--- config.mk ---
export PLATFORM = sky130hd
export DESIGN_NAME = tpmem_ctrl_flat
export DESIGN_NICKNAME = d
export VERILOG_FILES = /design/src/rtl/tpmem_ctrl_if.sv /design/src/rtl/tpmem_ctrl.sv /design/src/flat_wrapper.sv
export SDC_FILE = /design/constraint.sdc
export NUM_CORES = 1
export LEC_CHECK = 0
export ABC_AREA = 0
export CAP_MARGIN = 40
export CORE_AREA = 5 5 145 147
export DETAILED_ROUTE_END_ITERATION = 7
export DIE_AREA = 0 0 150 152
export PLACE_DENSITY = 0.56
export SLEW_MARGIN = 10
export SYNTH_ARGS = -nofsm -noshare
export SYNTH_HDL_FRONTEND = slang
export SYNTH_SLANG_ARGS = --single-unit
--- constraint.sdc ---
create_clock -name i_clk -period 3 [get_ports i_clk]
set_input_delay 0.9 -clock i_clk [delete_from_list [all_inputs] [get_ports i_clk]]
set_output_delay 0.9 -clock i_clk [all_outputs]
set_load 0.02 [all_outputs]
--- src/rtl/tpmem_ctrl_if.sv ---
// Row-input, TPmem-side and column-output signals of the transpose-memory
// controller. The controller connects through the master modport; the
// environment (upstream row stage, TPmem, column consumer) uses slave.
interface tpmem_ctrl_if #(
  parameter int BW = 11
);
  // Upstream row stage
  logic              i_row_valid;
  logic              o_row_ready;
  logic [16*BW-1:0]  i_row_data;
  // TPmem
  logic [16*BW-1:0]  o_tp_data;
  logic              o_tp_enable;
  logic              o_tp_rst_n;
  logic              i_tp_en;
  // Column framing
  logic              o_col_valid;
  logic [3:0]        o_col_idx;
  logic              o_col_last;
  logic              o_blk_last;

  modport master (
    input  i_row_valid, i_row_data, i_tp_en,
    output o_row_ready, o_tp_data, o_tp_enable, o_tp_rst_n,
           o_col_valid, o_col_idx, o_col_last, o_blk_last
  );

  modport slave (
    output i_row_valid, i_row_data, i_tp_en,
    input  o_row_ready, o_tp_data, o_tp_enable, o_tp_rst_n,
           o_col_valid, o_col_idx, o_col_last, o_blk_last
  );
endinterface

--- src/rtl/tpmem_ctrl.sv ---
// Sequencer for the 16x16 transpose memory between the row and column
// passes: loads 16 rows per block, holds off upstream during the 16-cycle
// column drain, frames the column beats and flags any deviation of the
// TPmem output-enable from the expected schedule.
module tpmem_ctrl #(
  parameter int BW    = 11,
  parameter int BLK_W = 8
) (
  input  logic             i_clk,
  input  logic             i_Reset,
  input  logic             i_start,
  input  logic             i_abort,
  input  logic [BLK_W-1:0] i_num_blk,
  tpmem_ctrl_if.master     bus,
  output logic             o_busy,
  output logic             o_frame_done,
  output logic             o_err
);

  typedef enum logic [1:0] {IDLE, LOAD, DRAIN, FLUSH} state_e;

  state_e           state_q, state_d;
  logic [3:0]       row_cnt_q, row_cnt_d;
  logic [3:0]       drain_cnt_q, drain_cnt_d;
  logic [3:0]       col_idx_q, col_idx_d;
  logic [BLK_W-1:0] num_blk_q, num_blk_d;
  logic [BLK_W-1:0] blk_cnt_q, blk_cnt_d;
  logic [BLK_W-1:0] out_blk_q, out_blk_d;
  logic             post_drain_q, post_drain_d;
  logic             err_q, err_d;
  logic             done_q, done_d;
  logic             tp_rst_n_q, tp_rst_n_d;
  logic             rst_done_q;

  logic             abort_act;
  logic             row_acc;
  logic             exp_en;
  logic [16*BW-1:0] row_word;

  // Abort only matters once a frame is running; in IDLE it just masks i_start.
  assign abort_act = i_abort && (state_q != IDLE);
  // Ready is high for the whole of LOAD, so a beat is accepted on valid alone.
  assign row_acc   = (state_q == LOAD) && bus.i_row_valid;
  // TPmem emits its 16 columns on drain cycles 1..15 plus the cycle after.
  assign exp_en    = ((state_q == DRAIN) && (drain_cnt_q != 4'd0)) || post_drain_q;
  assign row_word  = bus.i_row_data;

  // Next-state, counter and flag logic.
  always_comb begin
    // NOTE: every target gets a default first so no path can infer a latch.
    state_d      = state_q;
    row_cnt_d    = row_cnt_q;
    drain_cnt_d  = drain_cnt_q;
    col_idx_d    = col_idx_q;
    num_blk_d    = num_blk_q;
    blk_cnt_d    = blk_cnt_q;
    out_blk_d    = out_blk_q;
    post_drain_d = 1'b0;
    err_d        = err_q;
    done_d       = 1'b0;
    tp_rst_n_d   = rst_done_q;

    // The cycle in which TPmem is being reset is not compared: its o_en
    // there still reflects the pre-reset counter.
    if (tp_rst_n_q && (bus.i_tp_en != exp_en)) begin
      err_d = 1'b1;
    end

    if (bus.i_tp_en) begin
      col_idx_d = col_idx_q + 4'd1;
      if (col_idx_q == 4'd15) begin
        out_blk_d = out_blk_q + BLK_W'(1);
      end
    end

    if (abort_act) begin
      state_d     = IDLE;
      row_cnt_d   = '0;
      drain_cnt_d = '0;
      col_idx_d   = '0;
      blk_cnt_d   = '0;
      out_blk_d   = '0;
      tp_rst_n_d  = 1'b0;
    end else begin
      case (state_q)
        IDLE: begin
          if (i_start && !i_abort) begin
            if (i_num_blk != '0) begin
              num_blk_d   = i_num_blk;
              err_d       = 1'b0;
              row_cnt_d   = '0;
              drain_cnt_d = '0;
              col_idx_d   = '0;
              blk_cnt_d   = '0;
              out_blk_d   = '0;
              state_d     = LOAD;
            end else begin
              err_d = 1'b1;
            end
          end
        end
        LOAD: begin
          if (row_acc) begin
            row_cnt_d = row_cnt_q + 4'd1;
            if (row_cnt_q == 4'd15) begin
              drain_cnt_d = '0;
              state_d     = DRAIN;
            end
          end
        end
        DRAIN: begin
          drain_cnt_d = drain_cnt_q + 4'd1;
          if (drain_cnt_q == 4'd15) begin
            post_drain_d = 1'b1;
            blk_cnt_d    = blk_cnt_q + BLK_W'(1);
            if ((blk_cnt_q + BLK_W'(1)) == num_blk_q) begin
              state_d = FLUSH;
            end else begin
              row_cnt_d = '0;
              state_d   = LOAD;
            end
          end
        end
        FLUSH: begin
          done_d  = 1'b1;
          state_d = IDLE;
        end
        default: state_d = IDLE;
      endcase
    end
  end

  // State and counter registers; TPmem reset is held low one full cycle out of reset.
  always_ff @(posedge i_clk or posedge i_Reset) begin
    if (i_Reset) begin
      state_q      <= IDLE;
      row_cnt_q    <= '0;
      drain_cnt_q  <= '0;
      col_idx_q    <= '0;
      num_blk_q    <= '0;
      blk_cnt_q    <= '0;
      out_blk_q    <= '0;
      post_drain_q <= 1'b0;
      err_q        <= 1'b0;
      done_q       <= 1'b0;
      tp_rst_n_q   <= 1'b0;
      rst_done_q   <= 1'b0;
    end else begin
      // NOTE: non-blocking so every register samples pre-edge values.
      state_q      <= state_d;
      row_cnt_q    <= row_cnt_d;
      drain_cnt_q  <= drain_cnt_d;
      col_idx_q    <= col_idx_d;
      num_blk_q    <= num_blk_d;
      blk_cnt_q    <= blk_cnt_d;
      out_blk_q    <= out_blk_d;
      post_drain_q <= post_drain_d;
      err_q        <= err_d;
      done_q       <= done_d;
      tp_rst_n_q   <= tp_rst_n_d;
      rst_done_q   <= 1'b1;
    end
  end

  assign bus.o_row_ready = (state_q == LOAD);
  assign bus.o_tp_enable = row_acc;
  assign bus.o_tp_data   = row_word;
  assign bus.o_tp_rst_n  = tp_rst_n_q;
  assign bus.o_col_valid = bus.i_tp_en;
  assign bus.o_col_idx   = col_idx_q;
  assign bus.o_col_last  = bus.i_tp_en && (col_idx_q == 4'd15);
  assign bus.o_blk_last  = (state_q != IDLE) && (out_blk_q == (num_blk_q - BLK_W'(1)));
  assign o_busy          = (state_q != IDLE);
  assign o_frame_done    = done_q;
  assign o_err           = err_q;

endmodule
--- src/flat_wrapper.sv ---
// flat-port wrapper written by rule: the top's interface ports become plain ports
module tpmem_ctrl_flat 
#(
  parameter int BW    = 11,
  parameter int BLK_W = 8
)
  (i_clk, i_Reset, i_start, i_abort, i_num_blk, o_busy, o_frame_done, o_err, bus_i_row_valid, bus_i_row_data, bus_i_tp_en, bus_o_row_ready, bus_o_tp_data, bus_o_tp_enable, bus_o_tp_rst_n, bus_o_col_valid, bus_o_col_idx, bus_o_col_last, bus_o_blk_last);
  tpmem_ctrl_if #(.BW(BW)) bus_i ();
  input  logic i_clk;
  input  logic i_Reset;
  input  logic i_start;
  input  logic i_abort;
  input  logic [BLK_W-1:0] i_num_blk;
  output logic o_busy;
  output logic o_frame_done;
  output logic o_err;
  input wire logic [$bits(bus_i.i_row_valid)-1:0] bus_i_row_valid;
  input wire logic [$bits(bus_i.i_row_data)-1:0] bus_i_row_data;
  input wire logic [$bits(bus_i.i_tp_en)-1:0] bus_i_tp_en;
  output wire logic [$bits(bus_i.o_row_ready)-1:0] bus_o_row_ready;
  output wire logic [$bits(bus_i.o_tp_data)-1:0] bus_o_tp_data;
  output wire logic [$bits(bus_i.o_tp_enable)-1:0] bus_o_tp_enable;
  output wire logic [$bits(bus_i.o_tp_rst_n)-1:0] bus_o_tp_rst_n;
  output wire logic [$bits(bus_i.o_col_valid)-1:0] bus_o_col_valid;
  output wire logic [$bits(bus_i.o_col_idx)-1:0] bus_o_col_idx;
  output wire logic [$bits(bus_i.o_col_last)-1:0] bus_o_col_last;
  output wire logic [$bits(bus_i.o_blk_last)-1:0] bus_o_blk_last;
  assign bus_i.i_row_valid = bus_i_row_valid;
  assign bus_i.i_row_data = bus_i_row_data;
  assign bus_i.i_tp_en = bus_i_tp_en;
  assign bus_o_row_ready = bus_i.o_row_ready;
  assign bus_o_tp_data = bus_i.o_tp_data;
  assign bus_o_tp_enable = bus_i.o_tp_enable;
  assign bus_o_tp_rst_n = bus_i.o_tp_rst_n;
  assign bus_o_col_valid = bus_i.o_col_valid;
  assign bus_o_col_idx = bus_i.o_col_idx;
  assign bus_o_col_last = bus_i.o_col_last;
  assign bus_o_blk_last = bus_i.o_blk_last;
  tpmem_ctrl #(.BW(BW), .BLK_W(BLK_W)) u_core (.i_clk(i_clk), .i_Reset(i_Reset), .i_start(i_start), .i_abort(i_abort), .i_num_blk(i_num_blk), .bus(bus_i), .o_busy(o_busy), .o_frame_done(o_frame_done), .o_err(o_err));
endmodule
# Word level (Yosys, flattened, before mapping)
# Cells that the tools add are included.
[op_classes]
addsub = 6
eq_ne = 15
n_mux = 46
bitwise_logic = 1
n_reduce_logical = 20
[op_table]
columns = ["operator", "count"]
rows = [
  ["$mux 8", 10],
  ["$mux 4", 14],
  ["$pmux 4 s3", 2],
  ["$add 8x1->8 const B", 2],
  ["$eq 8x8->1", 2],
  ["$pmux 8 s2", 1],
  ["$mux 2", 7],
  ["$add 4x1->4 const B", 3],
  ["$eq 4x4->1 const B", 3],
  ["$ne 3x1->1 const B", 4],
  ["$mux 1", 11],
  ["$reduce_and 5->1", 2],
  ["$pmux 2 s4", 1],
  ["$reduce_and 4->1", 2],
  ["$reduce_bool 4->1", 2],
  ["$reduce_bool 8->1", 1],
  ["$sub 8x1->8 const B", 1],
  ["$logic_and 1x1->1", 7],
  ["$ne 3x2->1 const B", 2],
  ["$reduce_and 6->1", 1],
  ["$eq 2x2->1 const B", 2],
  ["$reduce_bool 3->1", 1],
  ["$eq 2x1->1 const B", 1],
  ["$logic_not 2->1", 1],
  ["5 further kinds", 5],
]
[word_totals]
regBits = 43
out_inout_bits = 189
wordCells = 100

# Longest topological paths before layout
[depth]
word_depth = 9
depth_mapped = 9

# Worst setup path before layout
# OpenSTA, ideal clock, no wires.
[synth_timing]
kind = "register -> output"
start = "register u_core.num_blk_q[0]"
end = "output port bus_o_blk_last"
arrival_ns = 2.227
t_required_ns = 2.100
path_slack_ns = -0.127
path_stages_with_launch = 10
n_path_buf = 2
cell_sequence = "dfrtp_1 -> clkbuf_1 -> inv_1 -> ha_1 -> clkbuf_1 -> nor4_1 -> a32o_1 -> a22oi_1 -> or2_2 -> a221oi_1"
[synth_via]
elab_chain_cells = 3
[synth_lines]
columns = ["item", "line", "text"]
rows = [
  ["start: declaration", "tpmem_ctrl.sv:26", "logic [BLK_W-1:0] num_blk_q, num_blk_d;"],
  ["start signal: assignment", "tpmem_ctrl.sv:154", "num_blk_q <= num_blk_d;"],
  ["$sub 8x1->8", "tpmem_ctrl.sv:172", "assign bus.o_blk_last = (state_q != IDLE) && (out_blk_q == (num_blk_q - BLK_W'(1)));"],
  ["$eq 8x8->1", "tpmem_ctrl.sv:172", ""],
  ["$logic_and 1x1->1", "tpmem_ctrl.sv:172", ""],
  ["end: declaration", "flat_wrapper.sv:27", "output wire logic [$bits(bus_i.o_blk_last)-1:0] bus_o_blk_last;"],
]
# No other way between the ends.

# Worst setup path in the final report
[layout_timing]
start = "register u_core.out_blk_q[7]"
end = "output port bus_o_blk_last"
[layout_via]
elab_chain_cells = 2
[layout_lines]
columns = ["item", "line", "text"]
rows = [
  ["start: declaration", "tpmem_ctrl.sv:28", "logic [BLK_W-1:0] out_blk_q, out_blk_d;"],
  ["start signal: assignment", "tpmem_ctrl.sv:156", "out_blk_q <= out_blk_d;"],
  ["$eq 8x8->1", "tpmem_ctrl.sv:172", ""],
  ["$logic_and 1x1->1", "tpmem_ctrl.sv:172", ""],
]
# No other way between the ends.

==> qor.yml <==
run_status:
  status: "finished with violations"
  violations: "setup timing"
worst_setup_path:
  r2r-start: "u_core.blk_cnt_q[0]"
  path_class: "reg2out"
  rr_endpoint: "u_core.state_q[1]"
  cp-start-kind: "register"
  rr_worst_depth: 7
  worstPathRequired_ps: 2100
  cp.arrival_ps: 2150
  worstSetupEndpointType: "output pin"
  regToRegSetupSlack_ps: 800
  worst-path-max-fanout: 3
logic_synthesis:
  yosysMostFrequentCell: "buf_4"
  avgSynthCellArea_um2: 8.38
  synth_top_cell_area_share_pct: 34.1
  yosys.area.top_type: "buf_4"
  async_reset_ff_share_pct: 100
  synth_edf_count: 0
  syn_nets: 664
  ys.flop_type: "dfrtp_1"
  ys_ff_latch: 43
  ys_top_cells_by_area: "buf_4 (34%), dfrtp_1 (27%), nand2_1 (4.0%), xnor2_1 (4.0%), xor2_1 (3.8%)"
  yosysSeqAreaShare_pct: 27.5
  syn_area_um2: 3910
  synthCells: 467
  yosysWarnings: 0
  netlist_top_cells_count: "buf_4 (178), dfrtp_1 (43), nand2_1 (42), nor2_1 (31), xnor2_1 (18)"
  yosysUniqueCellTypes: 52
power_and_ir_drop:
  finalPower_w: 0.00284
  p_leak_nw: 1.45
  powerDensity_nw_per_um2: 792
  irDropWorstVdd_mv: 0.426
placed_design:
  dpl-instance-area_um2: 3280
  portBuffers: 26
  dpl_worst_slack_ps: -224
  dpl.hpwl_um: 7420
  place_congestion: 0.763
drt:
  postRouteAntennaNets: 0
  finalWirelength_um: 9690
  drcViolationCount: 0
  wire_per_inst_um: 16.1
  dr_wl_met3_um: 1120
  top_layer: "met5"
  wl_met1_um: 3560
  dr.first_iter.drc_count: 54
  routed_via_density: 4.07
  via_count: 2455
  wl_met2_um: 4020
  drtPass1Iterations: 4
timing:
  relSlewSlack_pct: 62.4
  min_period_over_period_pct: 102
  period_needed_ps: 3050
  setup_viol: 1
  layout_setup_ws_ps: -49.6
  finalHoldWorstSlack_ps: 509
  skew_ps: 3.62
  max_freq_mhz: 328
  finalMaxSlewViolations: 0
  worst_pin_slew_ps: 564
  final.setup.tns_ps: -49.6
  final-hold-violation-count: 0
  rsz0062_at_grt: "yes"
cts:
  clkSlewWorstSetupHoldPaths_ps: 60
  cts_buffer_depth: 2
  clock-root-buffer: "clkbuf_16"
  cts_sinks: 43
  cts_buffers: 5
  clock_latency_ps: 290
  tritoncts: "yes"
  h-tree-depth: 2
floorplanning:
  die_y_um: 152
  io_pins: 379
  core_um2: 19800
  start_util_pct: 19.8
  die_area_um2: 22800
  dieWidth_um: 150
  rows: 52
worst_hold_path:
  worstHoldPathCells: 2
  worstHoldStart: "u_core.blk_cnt_q[1]"
  hold_end: "u_core.blk_cnt_q[1]"
  min_path_type: "reg2reg"
cells_and_area:
  nNetsFinal: 529
  diodes: 0
  syn2layout_area_growth_pct: -8.28
  fin_area_um2: 3590
  drive_above_1_share_pct: 17.7
global_route:
  grt_pass1_vias: 2406
  antenna_found_initial: 1
  grt_max_degree: 44
  grt_pass1_wl_um: 14200
  grt.total_usage_pct: 8.00
  grt_overflow: 0
job:
  cap_violations: 0
[timing repair]
action	4_1_cts	5_1_grt
hold buffers	0	0
setup endpoints to repair	4	1
gates resized for setup	10	14
pin swaps	1	7
buffers inserted	0	3
[state kept, by name (all words and copies together), names as in the netlist]
register               count
u_core.rst_done_q          1
u_core.state_q             2
u_core.blk_cnt_q           8
u_core.drain_cnt_q         4
u_core.bus.o_tp_rst_n      1
u_core.num_blk_q           8
u_core.o_err               1
u_core.o_frame_done        1
u_core.bus.o_col_idx       4
u_core.out_blk_q           8
u_core.row_cnt_q           4
u_core.post_drain_q        1
[metal layers]
layer | vias to the layer above | GRT usage [%]
met5 | - | 0
met4 | 2 | 8.10
met3 | 101 | 3.60
met2 | 143 | 10.7
met1 | 1128 | 9.01
li1 | 1081 | -
[worst max-delay path, stage by stage (launching register included)]
cell      delay (ps)
dfrtp_1          420
xor2_2           230
xnor2_1          150
a32o_2           200
a22oi_2           80
or2_4            270
a221oi_4         260
buf_6            140
buf_6            110
[final cells by class]
cell class                 count  area, um^2
clock buffer                   5         125
clock inverter                 3        67.6
fill                        2269       16200
inverter                      10        37.5
multi-input combinational    220        1480
sequential                    43        1080
tap                          270         338
timing repair buffer          52         460
[cells by family (layout without fill, tap and decap cells)]
logic type | after synthesis | after routing | share of synthesized area (%)
buf+inv | 204 | 70 | 36.8
fa+ha+maj | 7 | 7 | 2.24
flops | 43 | 43 | 27.5
other cells | 1 | 1 | 0.0958
compound gates | 51 | 51 | 9.27
mux | 5 | 5 | 1.31
simple gates | 121 | 121 | 14.9
xor+xnor | 35 | 35 | 7.83
[cells in the final DEF, fill, tap and decap left out, drive strengths merged, types with 5 or more instances in the layout]
cell type       n
ha              7
nand2          42
clkbuf          5
buf            27
o21ai          19
a22o            5
inv             8
nor3            6
nor2           32
xor2           17
nand2b          5
nand3           7
xnor2          18
nand4           8
clkdlybuf4s50  22
a21oi           6
dfrtp          43
[stage by stage]
stage,std cells,util [%]
2_1_floorplan,467,-
3_3_place_gp,592,16.6
3_5_place_dp,592,16.6
4_1_cts,600,17.7
5_1_grt,603,18.1
6_report,603,18.1
[how the worst max path moves through the flow]
stage	startpoint	end	slack [ps]	depth (start not counted)
5_1_grt	u_core.out_blk_q[7]	bus_o_blk_last	-160	8
3_3_place_gp	bus_i_tp_en	bus_o_col_last	-220	3
6_report	u_core.out_blk_q[7]	bus_o_blk_last	-50	8
4_1_cts	u_core.out_blk_q[7]	bus_o_blk_last	-140	8
2_1_floorplan	u_core.num_blk_q[0]	bus_o_blk_last	60	9
3_5_place_dp	bus_i_tp_en	bus_o_col_last	-220	3
[power by group]
| part | switching, W | internal (W) | leakage (nW) |
|---|---|---|---|
| registers | 0.000160 | 0.000698 | 0.571 |
| clock network | 0.000241 | 0.000477 | 0.0900 |
| logic | 0.000659 | 0.000607 | 0.792 |
(Power assumes the default switching activity.)
